File: src/rtl/seq_divider.sv
// rtl/seq_divider.sv - restoring shift-subtract unsigned divider with valid/ready handshake
module seq_divider #(
    parameter int DATA_WIDTH = 32
) (
    input  logic                  clk,
    input  logic                  rst,
    input  logic                  enable,
    input  logic                  in_valid,
    output logic                  in_ready,
    input  logic [DATA_WIDTH-1:0] in_div_a,
    input  logic [DATA_WIDTH-1:0] in_div_b,
    output logic                  out_valid,
    input  logic                  out_ready,
    output logic [DATA_WIDTH-1:0] out_quotient,
    output logic [DATA_WIDTH-1:0] out_remainder,
    output logic                  out_div_by_zero
);
    localparam int CW = $clog2(DATA_WIDTH + 1);

    typedef enum logic [1:0] {
        IDLE = 2'd0,
        CALC = 2'd1,
        DONE = 2'd2
    } state_t;

    state_t                state;
    state_t                state_next;
    logic [CW-1:0]         cnt;
    logic [DATA_WIDTH-1:0] quot;
    logic [DATA_WIDTH-1:0] rem;
    logic [DATA_WIDTH-1:0] divisor;

    logic [DATA_WIDTH:0]   shifted;
    logic [DATA_WIDTH:0]   trial;
    logic [DATA_WIDTH-1:0] rem_next;
    logic [DATA_WIDTH-1:0] quot_next;
    logic                  accept;
    logic                  b_zero;
    logic                  last_iter;

    assign in_ready  = enable & (state == IDLE) & ~rst;
    assign out_valid = enable & (state == DONE) & ~rst;
    assign accept    = in_valid & in_ready;
    assign b_zero    = (in_div_b == '0);
    assign last_iter = (cnt == CW'(1));

    // The remainder register never exceeds the divisor, so only the shifted
    // value and the trial difference need the extra borrow bit.
    always_comb begin
        shifted   = {rem, quot[DATA_WIDTH-1]};
        trial     = shifted - {1'b0, divisor};
        rem_next  = trial[DATA_WIDTH] ? shifted[DATA_WIDTH-1:0] : trial[DATA_WIDTH-1:0];
        quot_next = {quot[DATA_WIDTH-2:0], ~trial[DATA_WIDTH]};
    end

    always_comb begin
        state_next = state;
        case (state)
            IDLE: if (accept) state_next = b_zero ? DONE : CALC;
            CALC: if (last_iter) state_next = DONE;
            DONE: if (out_valid && out_ready) state_next = IDLE;
            default: state_next = IDLE;
        endcase
    end

    always_ff @(posedge clk) begin
        if (rst) begin
            state <= IDLE;
        end else if (enable) begin
            state <= state_next;
        end
    end

    always_ff @(posedge clk) begin
        if (rst) begin
            cnt             <= '0;
            quot            <= '0;
            rem             <= '0;
            divisor         <= '0;
            out_quotient    <= '0;
            out_remainder   <= '0;
            out_div_by_zero <= 1'b0;
        end else if (enable) begin
            case (state)
                IDLE: begin
                    if (accept) begin
                        quot    <= in_div_a;
                        divisor <= in_div_b;
                        rem     <= '0;
                        cnt     <= CW'(DATA_WIDTH);
                        if (b_zero) begin
                            out_quotient    <= '1;
                            out_remainder   <= in_div_a;
                            out_div_by_zero <= 1'b1;
                        end
                    end
                end
                CALC: begin
                    rem  <= rem_next;
                    quot <= quot_next;
                    cnt  <= cnt - CW'(1);
                    // Result is published on the same edge as the final iteration.
                    if (last_iter) begin
                        out_quotient    <= quot_next;
                        out_remainder   <= rem_next;
                        out_div_by_zero <= 1'b0;
                    end
                end
                default: ;
            endcase
        end
    end
endmodule

File: config.mk
export PLATFORM = sky130hd
export DESIGN_NAME = seq_divider
export DESIGN_NICKNAME = d
export VERILOG_FILES = /design/src/rtl/seq_divider.sv
export SDC_FILE = /design/constraint.sdc
export NUM_CORES = 1
export LEC_CHECK = 0
export ABC_AREA = 1
export CAP_MARGIN = 10
export CORE_UTILIZATION = 45
export CTS_CLUSTER_DIAMETER = 120
export DETAILED_ROUTE_END_ITERATION = 8
export DONT_BUFFER_PORTS = 1
export PLACE_DENSITY_LB_ADDON = 0.3
export SETUP_SLACK_MARGIN = 0.3
export SLEW_MARGIN = 25
export SYNTH_ARGS = -nofsm -noshare
export SYNTH_HDL_FRONTEND = slang
export SYNTH_SLANG_ARGS = --single-unit
File: constraint.sdc
create_clock -name clk -period 4.6 [get_ports clk]
set_input_delay 1.38 -clock clk [delete_from_list [all_inputs] [get_ports clk]]
set_output_delay 1.38 -clock clk [all_outputs]
set_load 0.02 [all_outputs]
After elaboration in Yosys (flattened, before gate mapping)
Cells that the tools add are included.
{"block": "classes", "addsub": 2, "n_eq_ne": 7, "muxes": 24, "n_bitwise": 7, "n_reduce_logical": 8}
{"cell": "$mux 32", "count": 9}
{"cell": "$pmux 32 s2", "count": 4}
{"cell": "$sub 33x32->33", "count": 1}
{"cell": "$logic_not 32->1", "count": 1}
{"cell": "$pmux 6 s2", "count": 1}
{"cell": "$mux 2", "count": 4}
{"cell": "$eq 6x1->1 const B", "count": 1}
{"cell": "$mux 6", "count": 1}
{"cell": "$ne 2x2->1 const B", "count": 3}
{"cell": "$pmux 2 s3", "count": 1}
{"cell": "$reduce_and 3->1", "count": 2}
{"cell": "$sub 6x1->6 const B", "count": 1}
{"cell": "$and 1x1->1", "count": 5}
{"cell": "$reduce_and 5->1", "count": 1}
{"cell": "$reduce_and 4->1", "count": 1}
{"cell": "$mux 1", "count": 3}
{"cell": "$eq 2x1->1 const B", "count": 1}
{"cell": "$eq 2x2->1 const B", "count": 1}
{"cell": "$logic_not 2->1", "count": 1}
{"cell": "$ne 2x1->1 const B", "count": 1}
{"cell": "$not 1->1", "count": 2}
{"cell": "$pmux 1 s2", "count": 1}
{"cell": "$reduce_bool 2->1", "count": 1}
{"cell": "$logic_and 1x1->1", "count": 1}
{"block": "totals", "ff_bits": 169, "input_bits": 69, "out_inout_bits": 67, "wordCells": 56}

Logic depth before layout (Yosys ltp)
{"block": "depth", "ltp_word": 6, "ltp_mapped": 19, "mapped_depth_nobuf": 18}

Worst setup path after synthesis
Ideal clock, no wire load.
{"block": "synth_timing", "path_type": "in2out", "start": "input enable", "end": "output out_valid", "t_arrival_ns": 2.022, "t_required_ns": 3.220, "path_slack_ns": 1.198, "stages": 4, "n_path_buf": 0, "cell_sequence": "inv_1 > nor2_2 > inv_2 > nor3_1"}
{"block": "synth_between", "elab_chain_cells": 2}
{"item": "start, declared", "line": "7", "rtl": "input logic enable,"}
{"item": "$and 1x1->1 (2 in series)", "line": "42", "rtl": "assign out_valid = enable & (state == DONE) & ~rst;"}
{"item": "end, declared", "line": "12", "rtl": "output logic out_valid,"}
Every way passes these cells.

Worst setup path in the final report
{"block": "layout_timing", "start": "input in_div_b[3]", "end": "register out_remainder[31]"}
{"block": "layout_between", "elab_chain_cells": 3}
{"item": "start, declared", "line": "11", "rtl": "input logic [DATA_WIDTH-1:0] in_div_b,"}
{"item": "$logic_not 32->1", "line": "44", "rtl": "assign b_zero = (in_div_b == '0);"}
{"item": "$ne 2x2->1 (no source line)"}
{"item": "$reduce_and 5->1 (no source line)"}
{"item": "end signal, assigned", "line": "93", "rtl": "out_remainder <= in_div_a;"}
{"item": "end signal, assigned", "line": "105", "rtl": "out_remainder <= rem_next;"}
{"item": "end, declared", "line": "15", "rtl": "output logic [DATA_WIDTH-1:0] out_remainder,"}
Every way passes these cells.
A chain may end at the register's enable or synchronous reset.

==> flow_summary.yaml <==
worst_setup_path:
  worstPathArrival_ps: 3820
  reg2reg_to: "out_remainder[19]$_SDFFE_PP0P_"
  critPathKind: "primary input to flop"
  cp.required_ps: 4940
  reg2regPathDepth: 18
  cp-startpoint: "in_div_b[3]"
  critPathMaxFanout: 37
  r2r_setup_slack_ps: 1290
  cp-end-kind: "flop"
  timing.rr.start: "quot[31]$_SDFFE_PP0P_"
  cp-start-kind: "primary input"
sta:
  worst_slew_pin_slew_ps: 1060
  fin_setup_tns_ps: 0
  finalHoldViolCount: 0
  period_minus_slack_ps: 3470
  grt_setup_unrepaired: "no"
  skew_ps: 24.7
  drv_slew: 0
  fmax_mhz: 288
  slew_headroom_pct: 29.6
  setup_violations: 0
  period_share_pct: 75.5
detailed_routing:
  wl_mm: 28.8
  wl_per_cell_um: 15.5
  drtPass1Iterations: 5
  vias: 9763
  drcViolationCount: 0
  drt.antenna.violating_nets: 0
  viasPerCell: 5.26
  drt-initial-drc-count: 655
cts:
  cts_tree: "yes"
  clock_sinks: 169
  clk_latency_ps: 440
  htree_num_levels: 4
  cts_resized: 0
  cts_buffers: 17
  hold_buffers: 0
  clock-root-buffer: "clkbuf_16"
  path_clk_slew_ps: 70
  post_cts.repair.setup_buffers: 0
  clk_path_buf_depth: 2
yosys:
  synth_edf_count: 0
  ys_async_sr_fraction_pct: 0
  ys.warnings.count: 0
  netlist_area_sq_mm: 0.0101
  synth_ff_type: "dfxtp_1"
  ys_types: 34
  avgSynthCellArea_sq_um: 6.23
  synth_nets: 1717
  syn_inst: 1613
  ys_seq_elements: 169
  ys_seq_area_share_pct: 33.7
global_route:
  grt_pass1_wl_mm: 44.9
  gr-usage-all-layers_pct: 25.4
  busiest_layer: "met2"
  use_met3_pct: 4.22
  grt_max_degree: 99
  grt_overflow: 0
  grtUsageMet1_pct: 34.3
  antenna_found_initial: 0
  grtUsageMet2_pct: 40.9
  grt_pass1_vias: 8586
floorplan:
  dieHeight_um: 151
  die_w_um: 151
  design.die.area_sq_mm: 0.0229
  start_util_pct: 45.9
  row_count: 54
  coreArea_sq_mm: 0.0219
  ios: 136
flow_run:
  drv_cap: 0
cells_and_area:
  nFillCells: 2275
  final_cell_mix: "438 x nand2_1, 251 x inv_1, 169 x dfxtp_1"
  syn_to_final_growth_pct: 6.87
  final_nets: 1666
  n_antenna_cell: 0
  drive_above_1_share_pct: 3.75
  fin_util_pct: 49.1
  instances_no_fill: 1855
  final_cell_area_sq_mm: 0.0107
  final_common_cell: "nand2_1"
placed_design:
  dp_cells: 1823
  hpwl_mm: 21.2
  globalplace.congestion: 0.947
  io_buffers: 0
  dpl-instance-area_sq_mm: 0.0101
power_and_ir_drop:
  power_density_mw_per_mm2: 395
  total_power_w: 0.00424
  ir_drop_mv: 0.212
  p_leak_nw: 5.21
min_path:
  whs_path_depth: 2
  hold_end: "divisor[27]$_SDFFE_PP0P_"
  hold_path.class: "flop to flop"
  min-delay-start: "divisor[27]$_SDFFE_PP0P_"
status:
  status: "complete, no violations"
==> power by group <==
group | switching (W) | internal, W | total, W
logic | 0.000843 | 0.000358 | 0.00120
registers | 0.0000600 | 0.00153 | 0.00159
clock network | 0.000717 | 0.000735 | 0.00145
total | 0.00162 | 0.00262 | 0.00424
==> metal layers <==
layer	share of wire, %	vias to the layer above
met2	45	295
met1	46	4429
met5	0	-
met3	7.0	34
li1	-	5005
met4	2.3	0
==> final cells by class <==
| class | count | area (sq um) | share of cell area (%) |
|---|---|---|---|
| clock inverters | 15 | 180 | 1.68 |
| multi-input cells | 1109 | 5350 | 49.8 |
| inverters | 257 | 966 | 8.99 |
| repair buffers | 8 | 85.1 | 0.792 |
| clock buffers | 17 | 425 | 3.96 |
| flip-flops and latches | 169 | 3380 | 31.5 |
| well taps | 280 | 350 | 3.26 |
==> critical path, cell delays in order <==
cell and delay (ps):
nor2_1 270, nand2_1 90, nor2_1 120, nand2_1 80, nor3_1 400, nand2_1 190
nand2_1 120, nand2_2 450, a21oi_1 460, nand3_1 140, nand2_1 70, inv_1 30
==> cells by family after synthesis <==
group / after synthesis / share of synthesized area, %
flops: 169 / 33.7
compound gates: 286 / 15.6
simple gates: 773 / 31.8
buf+inv: 335 / 13.2
fa+ha+maj: 35 / 4.43
xor+xnor: 15 / 1.31
==> worst max-delay path by stage <==
| stage | endpoint | slack, ps | cells past startpoint |
|---|---|---|---|
| global route | out_quotient[4]$_SDFFE_PP0P_ | 920 | 11 |
| CTS | out_quotient[3]$_SDFFE_PP0P_ | 1130 | 11 |
| global placement | out_remainder[31]$_SDFFE_PP0P_ | 660 | 12 |
| finish | out_remainder[31]$_SDFFE_PP0P_ | 1130 | 12 |
| floorplan | out_valid | 1200 | 4 |
| detailed placement | out_quotient[4]$_SDFFE_PP0P_ | 660 | 11 |
==> sequential cells by signal (all words and copies together), names as in the netlist <==
signal	count
quot	32
rem	32
state	2
out_quotient	32
cnt	6
out_remainder	32
out_div_by_zero	1
divisor	32
==> metrics by stage <==
| step | setup WS, ps | hold WS (ps) |
|---|---|---|
| floorplan | 1200 | 433 |
| global placement | 661 | 446 |
| detailed placement | 662 | 452 |
| CTS | 1130 | 462 |
| global route | 920 | 473 |
| finish | 1130 | 460 |
==> synthesized netlist by cell type, types with 6 or more instances <==
cell type	n	area (sq um)
nand2_1	440	1650
inv_1	252	946
dfxtp_1	169	3380
nand3_1	158	791
nor2_1	131	492
a21oi_1	118	591
o21ai_0	90	450
clkbuf_1	49	184
ha_1	34	425
a31oi_1	33	206
o21a_1	30	225
nor3_1	18	90.1
xor2_1	14	123
buf_2	12	60.1
nand4_1	9	56.3
o21ai_1	9	45.0
buf_1	7	26.3
and2_1	6	37.5
(Power assumes the default switching activity.)
